`config.mk`:
```
export PLATFORM = sky130hd
export DESIGN_NAME = i_buffer
export DESIGN_NICKNAME = d
export VERILOG_FILES = /design/src/rtl/i_buffer_pkg.sv /design/src/rtl/i_buffer_fifo.sv /design/src/rtl/i_buffer.sv
export SDC_FILE = /design/constraint.sdc
export NUM_CORES = 1
export LEC_CHECK = 0
export CAP_MARGIN = 20
export CELL_PAD_IN_SITES_DETAIL_PLACEMENT = 1
export CELL_PAD_IN_SITES_GLOBAL_PLACEMENT = 1
export CORE_MARGIN = 2
export CORE_UTILIZATION = 52
export CTS_CLUSTER_SIZE = 20
export DETAILED_ROUTE_END_ITERATION = 10
export PLACE_DENSITY = 0.78
export SYNTH_ARGS = -nofsm -noshare
export SYNTH_HDL_FRONTEND = slang
export SYNTH_HIERARCHICAL = 1
export SYNTH_SLANG_ARGS = --single-unit
```
`constraint.sdc`:
```
create_clock -name clk -period 9.5 [get_ports clk]
set_clock_uncertainty 0.1 [all_clocks]
set_input_delay 1.425 -clock clk [delete_from_list [all_inputs] [get_ports clk]]
set_output_delay 1.425 -clock clk [all_outputs]
set_load 0.005 [all_outputs]
```
`src/rtl/i_buffer_pkg.sv`:
```
// ----------------------------------------------------------------------------
// i_buffer_pkg
// Decode-side field sizes, RV32 base opcode values and the packed entry
// width shared by the instruction buffer and its storage FIFO.
// No ports (package).
// ----------------------------------------------------------------------------
package i_buffer_pkg;

   localparam int OPT_SIZE       = 7;
   localparam int FUNCT_SIZE     = 3;
   localparam int REG_SIZE       = 5;
   localparam int DEF_DATA_WIDTH = 32;

   // Packed entry layout, MSB to LSB: {opt, funct, rs1, rs2, rd, imm}
   localparam int ENTRY_WIDTH = OPT_SIZE + FUNCT_SIZE + 3 * REG_SIZE + DEF_DATA_WIDTH;

   localparam logic [OPT_SIZE-1:0] OPC_LUI    = 7'b0110111;
   localparam logic [OPT_SIZE-1:0] OPC_AUIPC  = 7'b0010111;
   localparam logic [OPT_SIZE-1:0] OPC_JAL    = 7'b1101111;
   localparam logic [OPT_SIZE-1:0] OPC_JALR   = 7'b1100111;
   localparam logic [OPT_SIZE-1:0] OPC_BRANCH = 7'b1100011;
   localparam logic [OPT_SIZE-1:0] OPC_LOAD   = 7'b0000011;
   localparam logic [OPT_SIZE-1:0] OPC_STORE  = 7'b0100011;
   localparam logic [OPT_SIZE-1:0] OPC_OP_IMM = 7'b0010011;
   localparam logic [OPT_SIZE-1:0] OPC_OP     = 7'b0110011;

   // Entry width for an arbitrary immediate width
   function automatic int entry_width(input int data_width);
      return OPT_SIZE + FUNCT_SIZE + 3 * REG_SIZE + data_width;
   endfunction

endpackage

```
`src/rtl/i_buffer_fifo.sv`:
```
// ----------------------------------------------------------------------------
// sync_fifo
// Circular FIFO with head/tail pointers, an occupancy counter and a
// single-cycle flush. Callers must not push when full or pop when empty.
//
// Ports
//   clk      in   clock, rising edge
//   rst      in   synchronous active-high reset (pointers and count only)
//   flush    in   empty the FIFO this cycle; overrides push/pop
//   i_push   in   write i_wdata at tail
//   i_pop    in   advance head
//   i_wdata  in   WIDTH   write data
//   o_rdata  out  WIDTH   entry at head (undefined content when empty)
//   o_count  out  $clog2(DEPTH)+1  occupied entries
// ----------------------------------------------------------------------------
module sync_fifo
   import i_buffer_pkg::*;
#(
   parameter int WIDTH = ENTRY_WIDTH,
   parameter int DEPTH = 8
) (
   input  logic                     clk,
   input  logic                     rst,
   input  logic                     flush,
   input  logic                     i_push,
   input  logic                     i_pop,
   input  logic [WIDTH-1:0]         i_wdata,
   output logic [WIDTH-1:0]         o_rdata,
   output logic [$clog2(DEPTH):0]   o_count
);

   localparam int AW = $clog2(DEPTH);
   localparam int CW = AW + 1;

   logic [WIDTH-1:0] r_mem [DEPTH];
   logic [AW-1:0]    r_head;
   logic [AW-1:0]    r_tail;
   logic [CW-1:0]    r_count;
   logic             w_wr_en;

   // Storage is never cleared; a flushed entry is unreachable once the
   // pointers return to zero.
   assign w_wr_en = i_push && !rst && !flush;

   always_ff @(posedge clk) begin
      if (w_wr_en) begin
         r_mem[r_tail] <= i_wdata;
      end
   end

   // DEPTH is a power of two, so pointer overflow is the modulo wrap
   always_ff @(posedge clk) begin
      if (rst || flush) begin
         r_head  <= '0;
         r_tail  <= '0;
         r_count <= '0;
      end else begin
         if (i_push) r_tail <= r_tail + AW'(1);
         if (i_pop)  r_head <= r_head + AW'(1);
         case ({i_push, i_pop})
            2'b10:   r_count <= r_count + CW'(1);
            2'b01:   r_count <= r_count - CW'(1);
            default: r_count <= r_count;
         endcase
      end
   end

   assign o_rdata = r_mem[r_head];
   assign o_count = r_count;

endmodule

```
`src/rtl/i_buffer.sv`:
```
// ----------------------------------------------------------------------------
// i_buffer
// Instruction buffer between decode and issue. Packs one decoded
// instruction per cycle into a FIFO and presents the oldest entry to issue
// over a valid/ready handshake. Flush empties it in one cycle.
//
// Ports
//   clk, rst                       clock, synchronous active-high reset
//   flush                     in   discard all entries this cycle
//   id_valid                  in   decoder offers an instruction
//   id_vacant                 out  buffer accepts this cycle
//   id_opt/funct/rs1/rs2/rd   in   7/3/5/5/5 instruction fields
//   id_imm                    in   DATA_WIDTH immediate
//   is_valid                  out  head entry available
//   is_ready                  in   issue consumes head
//   is_opt/funct/rs1/rs2/rd   out  head fields (zero when empty)
//   is_imm                    out  head immediate (zero when empty)
//   count                     out  occupied entries
// ----------------------------------------------------------------------------
module i_buffer
   import i_buffer_pkg::*;
#(
   parameter int DATA_WIDTH = 32,
   parameter int DEPTH      = 8
) (
   input  logic                     clk,
   input  logic                     rst,
   input  logic                     flush,
   input  logic                     id_valid,
   output logic                     id_vacant,
   input  logic [OPT_SIZE-1:0]      id_opt,
   input  logic [FUNCT_SIZE-1:0]    id_funct,
   input  logic [REG_SIZE-1:0]      id_rs1,
   input  logic [REG_SIZE-1:0]      id_rs2,
   input  logic [REG_SIZE-1:0]      id_rd,
   input  logic [DATA_WIDTH-1:0]    id_imm,
   output logic                     is_valid,
   input  logic                     is_ready,
   output logic [OPT_SIZE-1:0]      is_opt,
   output logic [FUNCT_SIZE-1:0]    is_funct,
   output logic [REG_SIZE-1:0]      is_rs1,
   output logic [REG_SIZE-1:0]      is_rs2,
   output logic [REG_SIZE-1:0]      is_rd,
   output logic [DATA_WIDTH-1:0]    is_imm,
   output logic [$clog2(DEPTH):0]   count
);

   localparam int              EW       = entry_width(DATA_WIDTH);
   localparam int              CW       = $clog2(DEPTH) + 1;
   localparam logic [CW-1:0]   FULL_CNT = CW'(DEPTH);

   logic          w_push;
   logic          w_pop;
   logic [EW-1:0] w_wdata;
   logic [EW-1:0] w_rdata;
   logic [EW-1:0] w_head;

   // No room is made by a same-cycle pop, so vacancy never depends on
   // is_ready; rst/flush close the input so nothing is half-accepted.
   assign id_vacant = (count != FULL_CNT) && !rst && !flush;
   assign is_valid  = (count != '0);

   assign w_push  = id_valid && id_vacant;
   assign w_pop   = is_valid && is_ready;
   assign w_wdata = {id_opt, id_funct, id_rs1, id_rs2, id_rd, id_imm};

   sync_fifo #(
      .WIDTH (EW),
      .DEPTH (DEPTH)
   ) u_fifo (
      .clk     (clk),
      .rst     (rst),
      .flush   (flush),
      .i_push  (w_push),
      .i_pop   (w_pop),
      .i_wdata (w_wdata),
      .o_rdata (w_rdata),
      .o_count (count)
   );

   // Stale storage must not leak out while empty
   assign w_head = is_valid ? w_rdata : '0;
   assign {is_opt, is_funct, is_rs1, is_rs2, is_rd, is_imm} = w_head;

endmodule
```
==> metrics.md <==
| Metric | Value |
|---|---|
| Outcome | `finished, final reports clean` |
| Max-Cap Viols | `0` |
| Initial antenna violation count | `3` |
| # DRC | `0` |
| Final WS setup | `4190 ps` |
| Detail Placement HPWL | `20200 um` |
| Post-synthesis xor/xnor area fraction | `0.338%` |
| Post-Syn Area | `18200 um^2` |
| Core area | `34500 um^2` |
| TritonCTS Buffers | `47` |
| First-pass GRT wire length | `58700 um` |
| Area leader, netlist | `edfxtp_1` |
| TritonRoute pass-1 iters | `5` |
| Main combinational cell family by area after synthesis | `multiplexers` |
| Initial Util | `52.7%` |
| Kind of start point of the critical path | `flip-flop` |
| WP data arrival | `3790 ps` |
| Clock root cell | `clkbuf_16` |
| Simple-Gate Fraction of Synth Area | `3.11%` |
| Clock Latency Late Sink | `530 ps` |
| Pre-CTS worst setup slack | `3780 ps` |
| CTS tree | `yes` |
| Drt via density | `5.84` |
| Crit path max fanout | `60` |
| Critical path class | `flip-flop to primary output` |
| Clock transition at path regs | `60 ps` |
| Worst-margin pin slew | `1030 ps` |
| CTS Sinks | `469` |
| Worst hold path type | `flip-flop to flip-flop` |
| Crit end category | `primary output` |
| Post-CTS sizing | `0` |
| Power consumption | `4.14 mW` |
| GR Util All Layers | `22.0%` |
| Buffer count from post-CTS setup fixing | `0` |
| Routed met1 length | `16900 um` |
| Peak Freq | `188 MHz` |
| Met3 WL post-DR | `1630 um` |
| Slew HR | `31.0%` |
| CTS HTree Levels | `2` |
| Synth top area share | `75.4%` |
| Met2 Wirelength | `19100 um` |
| Syn nets | `866` |
| Routed length per instance | `26.7 um` |
| Ys async rst share | `0%` |
| Synth area leaders | `edfxtp_1 (75%), mux4_2 (14%), mux2_2 (3.5%), nor2b_1 (2.0%), dfxtp_1 (1.4%)` |
| Static leakage | `6.49 nW` |
| Pin count of the biggest net entering global routing | `61` |
| CP Data Required Time | `7980 ps` |
| Via count | `8409` |
| Fin Setup TNS | `0 ps` |
| Post-synth EDFFs | `456` |
| Share of post-route cells with drive strength above 1 | `26.4%` |
| Die area | `36400 um^2` |
| Final count of hold timing violations | `0` |
| IO Pins | `125` |
| Syn Area/Cell | `22.7 um^2` |
| Nets | `1016` |
| Most frequent cell after synthesis | `edfxtp_1` |
| Sequential area share after synthesis | `76.8%` |
| Hold-fix buffers at CTS | `0` |
| Top sig layer | `met4` |
| Register bit total from synthesis | `469` |
| Post-synthesis compound-gate area fraction | `0.220%` |
| Synth Instances | `799` |
| Die Y | `191 um` |
| Pwr dens | `193 nW/um^2` |
| Post-route minimum period | `5310 ps` |
| Die X | `191 um` |
| Final Wtd Congestion | `0.697` |
| Grt total ovfl | `0` |
| Synth Area in Adders | `0.344%` |
| Final period util | `55.9%` |
| Total routed wirelength | `38500 um` |
| Unique cell type count in the Yosys netlist | `30` |
| Area growth syn-to-layout | `18.1%` |
| DRT antenna net count | `0` |
| Clock buffer depth | `3` |
| Dominant synthesized flop cell | `edfxtp_1` |
| Vias in the first global route | `9324` |
| First DRT Iteration DRCs | `591` |
| Final setup fails | `0` |
| VDD IR-drop max | `0.150 mV` |
| Post-synth top cells | `edfxtp_1 (456), mux4_2 (114), nor2b_1 (58)` |
| Post-synthesis mux area share | `17.8%` |
| Final count of pins violating max slew | `0` |
| YS warnings | `6` |
| RSZ-0062 raised after global routing | `no` |
| Buffers added on ports | `124` |
| Rows | `68` |
## layout by cell type, fill, tap and decap left out, drive strengths merged, types with 3 or more instances in the layout
cell type	netlist	routed
edfxtp	456	456
clkdlybuf4s50	0	124
mux4	114	114
clkbuf	16	62
nor2b	58	58
mux2	57	57
nor2	17	17
buf	24	16
clkinv	0	13
dfxtp	13	13
xor2	5	5
ha	5	5
bufinv	0	4
nand2	4	4
diode	0	3
nor4b	3	3
nand2b	3	3
mux2i	3	3
inv	2	3
nor3	3	3
## metrics by stage
stage               cells  util, %  hold slack (ps)  area [um^2]
finish               1439     62.3              448        21500
floorplan             799        -              385        18200
detailed placement   1351     57.8              435        19900
global placement     1351     57.8              405        19900
CTS                  1432     62.0              448        21400
global route         1438     62.3              479        21500
## kinds of logic (layout without fill, tap and decap cells)
kind of cell,Yosys count,after routing
flops,469,469
mux,174,174
simple gates,96,96
buf+inv,42,224
xor+xnor,7,7
compound gates,6,6
fa+ha+maj,5,5
other cells,0,3
## worst paths after layout
path              slack (ps)  cells after the start                            from                             to
setup / recovery        4190                      5                       flip-flop                      is_imm[0]
hold / removal           450                      2   u_fifo/r_head[2]$_SDFFE_PP0P_  u_fifo/r_head[2]$_SDFFE_PP0P_
setup reg to reg        5600                      7  u_fifo/o_count[0]$_SDFFE_PP0P_  u_fifo/r_mem[4][51]$_DFFE_PP_
hold reg to reg          450                      2   u_fifo/r_head[2]$_SDFFE_PP0P_  u_fifo/r_head[2]$_SDFFE_PP0P_
## state kept, by name (all words and copies together) (netlist names), named ones only
name	cells
u_fifo/r_tail	3
u_fifo/r_mem	456
u_fifo/o_count	4
u_fifo/r_head	3
## worst max-delay path, stage by stage, from the launching register on
cell,delay [ps]
dfxtp_4,920
buf_4,840
mux4_2,360
mux2_2,150
nor2b_1,330
clkdlybuf4s50_1,570
## power by group
group	switching [mW]	total, mW	internal [mW]	leakage, nW
combinational	0.0481	0.0961	0.0480	1.58
clock	0.740	1.77	1.03	0.699
sequential	0.00247	2.27	2.27	4.21
total	0.791	4.14	3.35	6.49
## cell type report
cell class	instances	area, um^2
fill	2803	13000
timing repair buffer	141	1430
multi-input combinational	288	4020
tap	455	569
inverter	2	7.51
clock buffer	61	1250
antenna	3	7.51
sequential	469	14000
clock inverter	20	208
## layer usage
metal / vias to the layer above / track usage, %
met1: 4505 / 31.2
met2: 234 / 36.2
met5: - / 0
li1: 3613 / -
met3: 57 / 3.03
met4: 0 / 6.23
No activity file was read; power rests on OpenSTA's default activity.
